<file path="src/rtl/if_id_queue.sv">
// Fetch-to-decode instruction queue: a circular buffer of {PC, NEXTPC, INS} entries
// with valid/ready handshakes on both sides and a synchronous flush for taken branches.
module if_id_queue #(
    parameter int DEPTH = 2,
    parameter int CW    = $clog2(DEPTH) + 1
) (
    input  logic          CLK,
    input  logic          RST_N,
    input  logic          IN_VALID,
    output logic          IN_READY,
    input  logic [31:0]   IN_PC,
    input  logic [31:0]   IN_NEXTPC,
    input  logic [31:0]   IN_INS,
    output logic          OUT_VALID,
    input  logic          OUT_READY,
    output logic [31:0]   OUT_PC,
    output logic [31:0]   OUT_NEXTPC,
    output logic [31:0]   OUT_INS,
    input  logic          FLUSH,
    output logic [CW-1:0] COUNT
);

    localparam int AW = $clog2(DEPTH);
    localparam logic [CW-1:0] FULL = CW'(DEPTH);

    logic [95:0]   mem_q [DEPTH];
    logic [AW-1:0] wp_q, wp_d;
    logic [AW-1:0] rp_q, rp_d;
    logic [CW-1:0] count_q, count_d;
    logic          push, pop;
    logic [95:0]   head;

    assign IN_READY  = (count_q != FULL);
    assign OUT_VALID = (count_q != '0);
    assign push      = IN_VALID & IN_READY;
    assign pop       = OUT_VALID & OUT_READY;
    assign COUNT     = count_q;

    always_comb begin
        wp_d    = wp_q;
        rp_d    = rp_q;
        count_d = count_q;
        if (FLUSH) begin
            wp_d    = '0;
            rp_d    = '0;
            count_d = '0;
        end else begin
            if (push) wp_d = wp_q + AW'(1);
            if (pop)  rp_d = rp_q + AW'(1);
            case ({push, pop})
                2'b10:   count_d = count_q + CW'(1);
                2'b01:   count_d = count_q - CW'(1);
                default: count_d = count_q;
            endcase
        end
    end

    always_ff @(posedge CLK or negedge RST_N) begin
        if (!RST_N) begin
            wp_q    <= '0;
            rp_q    <= '0;
            count_q <= '0;
        end else begin
            wp_q    <= wp_d;
            rp_q    <= rp_d;
            count_q <= count_d;
        end
    end

    // Storage is left unreset; stale contents are hidden by the OUT_VALID mask.
    always_ff @(posedge CLK) begin
        if (push && !FLUSH) begin
            mem_q[wp_q] <= {IN_PC, IN_NEXTPC, IN_INS};
        end
    end

    assign head       = OUT_VALID ? mem_q[rp_q] : 96'h0;
    assign OUT_PC     = head[95:64];
    assign OUT_NEXTPC = head[63:32];
    assign OUT_INS    = head[31:0];

endmodule
</file>
<file path="config.mk">
export PLATFORM = sky130hd
export DESIGN_NAME = if_id_queue
export DESIGN_NICKNAME = d
export VERILOG_FILES = /design/src/rtl/if_id_queue.sv
export SDC_FILE = /design/constraint.sdc
export NUM_CORES = 1
export LEC_CHECK = 0
export BUFFER_PORTS_ARGS = -buffer_cell sky130_fd_sc_hd__buf_2
export CAP_MARGIN = 20
export CORE_MARGIN = 1
export CORE_UTILIZATION = 56
export DETAILED_ROUTE_END_ITERATION = 12
export PLACE_DENSITY_LB_ADDON = 0.3
export SLEW_MARGIN = 20
export SYNTH_ARGS = -nofsm -noshare
export SYNTH_HDL_FRONTEND = slang
export SYNTH_SLANG_ARGS = --single-unit
</file>
<file path="constraint.sdc">
create_clock -name CLK -period 25.3 [get_ports CLK]
set_input_delay 2.53 -clock CLK [delete_from_list [all_inputs] [get_ports CLK]]
set_output_delay 2.53 -clock CLK [all_outputs]
set_load 0.02 [all_outputs]
</file>
After elaboration in Yosys (flattened, before gate mapping) --
Memories as Yosys holds them, arrays and structs flattened. Index checks and enable logic that the tools add are counted.
Storage, ports and cells: word-level logic and storage cells 28, latch bits 0, register bits after elaboration 4, bits of input ports 101, ROM bits 0, memories 1, output and inout bits 100, memory bits (writable) 192
Operators by class: add/subtract/negate cells 4, reductions and logical operators 6, div/mod/pow operators 0, shift-type cells 0, multiply operators 0, muxes and demuxes 9, magnitude comparators 0, eq/ne operators 3, bitwise gates (word level) 2
Memory list:
- mem_q | depth 2, width 96, read ports 1, clocked after Yosys merged registers in 0, write ports 1, RTL line 26 | logic [95:0] mem_q [DEPTH];
Operator list (count):
- two-way mux 96 bit | 1
- two-way mux 1 bit | 6
- nonzero test 2 bit | 3
- case mux 2 bit (2 select lines) | 1
- nonzero test 3 bit | 1
- adder 1 bit (second input constant) | 2
- adder 2 x 1 -> 2 bit (second input constant) | 1
- AND 1 bit | 2
- == test 2 x 1 -> 1 bit (second input constant) | 1
- == test 2 bit (second input constant) | 1
- two-way mux 2 bit | 1
- inequality test 2 bit (second input constant) | 1
- subtractor 2 x 1 -> 2 bit (second input constant) | 1
- logical AND 1 bit | 1
- logical NOT 1 bit | 1

Longest topological paths before layout --
word-level depth 5, gate-level depth with buffers 5, depth with buffers taken out 4

Worst setup path before layout --
Ideal clock, no wire load.
kind input to register, from input IN_VALID, to memory mem_q[1][0] (enable), slack 15.044 ns, arrival 9.569 ns, required time 24.613 ns, stages on the path 2, buffers on the path 0, setup time 0.687 ns, cell sequence nand2_1 -> nor3b_1
On the way: longest elaborated chain between the ends 4
RTL lines:
- from (decl) | RTL line 9 | input logic IN_VALID,
- AND 1 bit | RTL line 35 | assign push = IN_VALID & IN_READY;
- logical AND 1 bit | RTL line 72 | if (push && !FLUSH) begin
- two-way mux 1 bit | RTL line 72
- two-way mux 1 bit (implied by the code) | RTL line 73 | mem_q[wp_q] <= {IN_PC, IN_NEXTPC, IN_INS};
- to (decl) | RTL line 26
Every way passes these cells.

Worst setup path after layout --
from register rp_q, to output OUT_PC[22]
On the way: longest elaborated chain between the ends 2
RTL lines:
- from (decl) | RTL line 28 | logic [AW-1:0] rp_q, rp_d;
- from (signal assigned) | RTL line 65 | rp_q <= rp_d;
- memory read (2 x 96 bit)
- two-way mux 96 bit | RTL line 77 | assign head = OUT_VALID ? mem_q[rp_q] : 96'h0;
- to (decl) | RTL line 16 | output logic [31:0] OUT_PC,
Every way passes these cells.

==> flow_metrics.env <==
export IMPL_outcome="completed"
export IMPL_reg2reg_depth=5
export IMPL_drc=0
export IMPL_routedWlPerCell_um=16.9
export IMPL_nets=737
export IMPL_maxCapViolCount=0
export IMPL_r2r_slack_ps=23090
export IMPL_cellPowerDensity_nw_per_um2=78.3
export IMPL_coreArea_um2=12800
export IMPL_num_vias=4264
export IMPL_yosys_area_top_type="edfxtp_1"
export IMPL_chipWidth_um=117
export IMPL_power_frac_comb_pct=10.3
export IMPL_vias_per_cell=5.18
export IMPL_h_tree_depth=4
export IMPL_clockBufferDepth=2
export IMPL_drv_slew=0
export IMPL_crit_path_start_kind="register"
export IMPL_synth_most_common_cell="edfxtp_1"
export IMPL_synth_edff_count=192
export IMPL_first_pass_iters=4
export IMPL_fin_crit_ps=5390
export IMPL_fin_skew_ps=8.39
export IMPL_setup_violations_final=0
export IMPL_area_growth_pct=23.7
export IMPL_path_max_fanout=49
export IMPL_cts_tree="built"
export IMPL_insertion_delay_ps=420
export IMPL_max_slew_margin_rel_pct=40.1
export IMPL_cts_buffers=17
export IMPL_hold_buffers=0
export IMPL_min_to="wp_q"
export IMPL_cts_sinks=196
export IMPL_power_frac_clock_pct=37.4
export IMPL_net_switching_power_w=0.000159
export IMPL_yosysUniqueCellTypes=24
export IMPL_syn_inst=432
export IMPL_start_util_pct=58.2
export IMPL_clk_pin_slew_ps=70
export IMPL_final_util_pct=72.0
export IMPL_yosysTopAreaCellShare_pct=77.5
export IMPL_ios=201
export IMPL_rows=41
export IMPL_cts_resized=0
export IMPL_grt_setup_unrepaired="no"
export IMPL_reg2reg_to="mem_q[1][53]"
export IMPL_synth_area_top_cells="edfxtp_1, mux2i_1, nor2_1, dfrtp_1, buf_2"
export IMPL_final_hold_violation_count=0
export IMPL_drive_gt1_share_pct=36.8
export IMPL_worst_pin_slew_ps=898
export IMPL_antenna_found_initial=1
export IMPL_fin_ws_ps=19910
export IMPL_cts_root_buf="clkbuf_16"
export IMPL_final_cells=823
export IMPL_syn_cell_area_um2=7430
export IMPL_p_int_w=0.000561
export IMPL_hpwl_um=8900
export IMPL_grt_max_degree=87
export IMPL_drt_iter0_drc=239
export IMPL_seq_area_frac_synth_pct=78.9
export IMPL_holdCritPathClass="register to register"
export IMPL_cp_arrival_ps=2860
export IMPL_swShare_pct=22.1
export IMPL_ys_ff_latch=196
export IMPL_port_buffers=200
export IMPL_required_ps=22770
export IMPL_worstReg2RegStart="COUNT[1]"
export IMPL_drtAntennaViolNets=0
export IMPL_synthArstFlopShare_pct=2.04
export IMPL_post_cts_buffers=0
export IMPL_grt_overflow=0
export IMPL_synth_common_cells="edfxtp_1, nor2_1, mux2i_1"
export IMPL_fin_crit_sh_pct=21.3
export IMPL_track_usage_pct=20.5
export IMPL_critPathKind="register to output pin"
export IMPL_wl_um=13900
export IMPL_dp_cells=789
export IMPL_seqPwrFrac_pct=52.3
export IMPL_die_y_um=117
export IMPL_finalSetupTns_ps=0
export IMPL_endpoint_kind="output pin"
export IMPL_hold_depth=2
export IMPL_die_area_um2=13700
export IMPL_routabilityCongestion=0.777
export IMPL_leakagePower_nw=3.50
export IMPL_ys_warn_count=0
export IMPL_grt_pass1_vias=4184
export IMPL_worstHoldStart="wp_q"
export IMPL_place_ws_ps=20350
export IMPL_synthFlopType="edfxtp_1"
export IMPL_fmax_ghz=0.186
export IMPL_irDropWorstVdd_uv=51.5
export IMPL_grt_pass1_wl_um=20100
export IMPL_syn_nets=533
export IMPL_syn_avg_cell_area_um2=17.2
-- final cells by class --
type	instances	area, um^2
clock inverters	12	161
flip-flops and latches	196	5870
fillers	818	3570
diodes	2	5.00
multi-input cells	212	1450
clock buffers	20	437
repair buffers	206	1050
inverters	3	11.3
well taps	172	215
-- stage by stage --
step	hold slack, ps	total power, W	instance area (um^2)
CTS	596	0.000725	9190
floorplan	529	0.000431	7430
global route	663	0.000744	9190
global placement	562	0.000456	8600
detailed placement	587	0.000458	8600
finish	600	0.000720	9200
-- cell usage in the layout (no fill, tap or decap), types with 2 or more instances in the layout --
master | Yosys | routed
a21oi_1 | 2 | 2
buf_2 | 11 | 200
buf_4 | 1 | 6
bufinv_16 | 0 | 4
clkbuf_1 | 6 | 3
clkbuf_16 | 0 | 17
clkinv_1 | 0 | 3
clkinv_2 | 0 | 3
clkinvlp_4 | 0 | 2
dfrtp_1 | 4 | 3
diode_2 | 0 | 2
edfxtp_1 | 192 | 192
inv_2 | 2 | 2
mux2i_1 | 96 | 96
nand2_1 | 2 | 2
nor2_1 | 98 | 98
o21ai_0 | 3 | 3
-- power groups by stage --
stage	clock network, W	registers (W)	logic [W]
after floorplan	0	0.000382	0.0000498
after global placement	0	0.000383	0.0000730
after detailed placement	0	0.000384	0.0000748
after CTS	0.000273	0.000377	0.0000752
after global routing	0.000286	0.000377	0.0000807
final	0.000269	0.000376	0.0000742
-- registers in the layout, summed over array words and instances, names as in the netlist --
signal  count
COUNT       2
rp_q        1
wp_q        1
mem_q     192
-- worst max-delay path by stage --
stage / from / end / slack [ps]
6_report: rp_q / OUT_PC[22] / 19910
5_1_grt: rp_q / OUT_PC[22] / 19760
4_1_cts: rp_q / OUT_PC[22] / 19880
3_5_place_dp: rp_q / OUT_PC[22] / 20350
3_3_place_gp: rp_q / OUT_PC[22] / 20340
2_1_floorplan: IN_VALID / mem_q[1][0] / 15040
-- cells by family after synthesis --
| group | count (synthesis) | synth area share (%) |
|---|---|---|
| buffers and inverters | 24 | 1.75 |
| AND/OR/NAND/NOR | 108 | 5.79 |
| XOR/XNOR | 1 | 0.118 |
| multiplexers | 96 | 12.9 |
| AO/OA/AOI/OAI | 7 | 0.522 |
| flip-flops | 196 | 78.9 |
-- metal layers --
metal	vias to the layer above	part of all wire [%]	track usage [%]
li1	2018	-	-
met1	2066	40	24.3
met2	162	50	34.5
met3	18	8.1	6.13
met4	0	1.6	9.37
met5	-	0	0
-- critical path, cell delays in order, from the launching register on --
cell and delay (ps):
dfrtp_4 1000, buf_4 790, mux2i_1 350, nor2_1 70
buf_2 170
(Power assumes the default switching activity.)
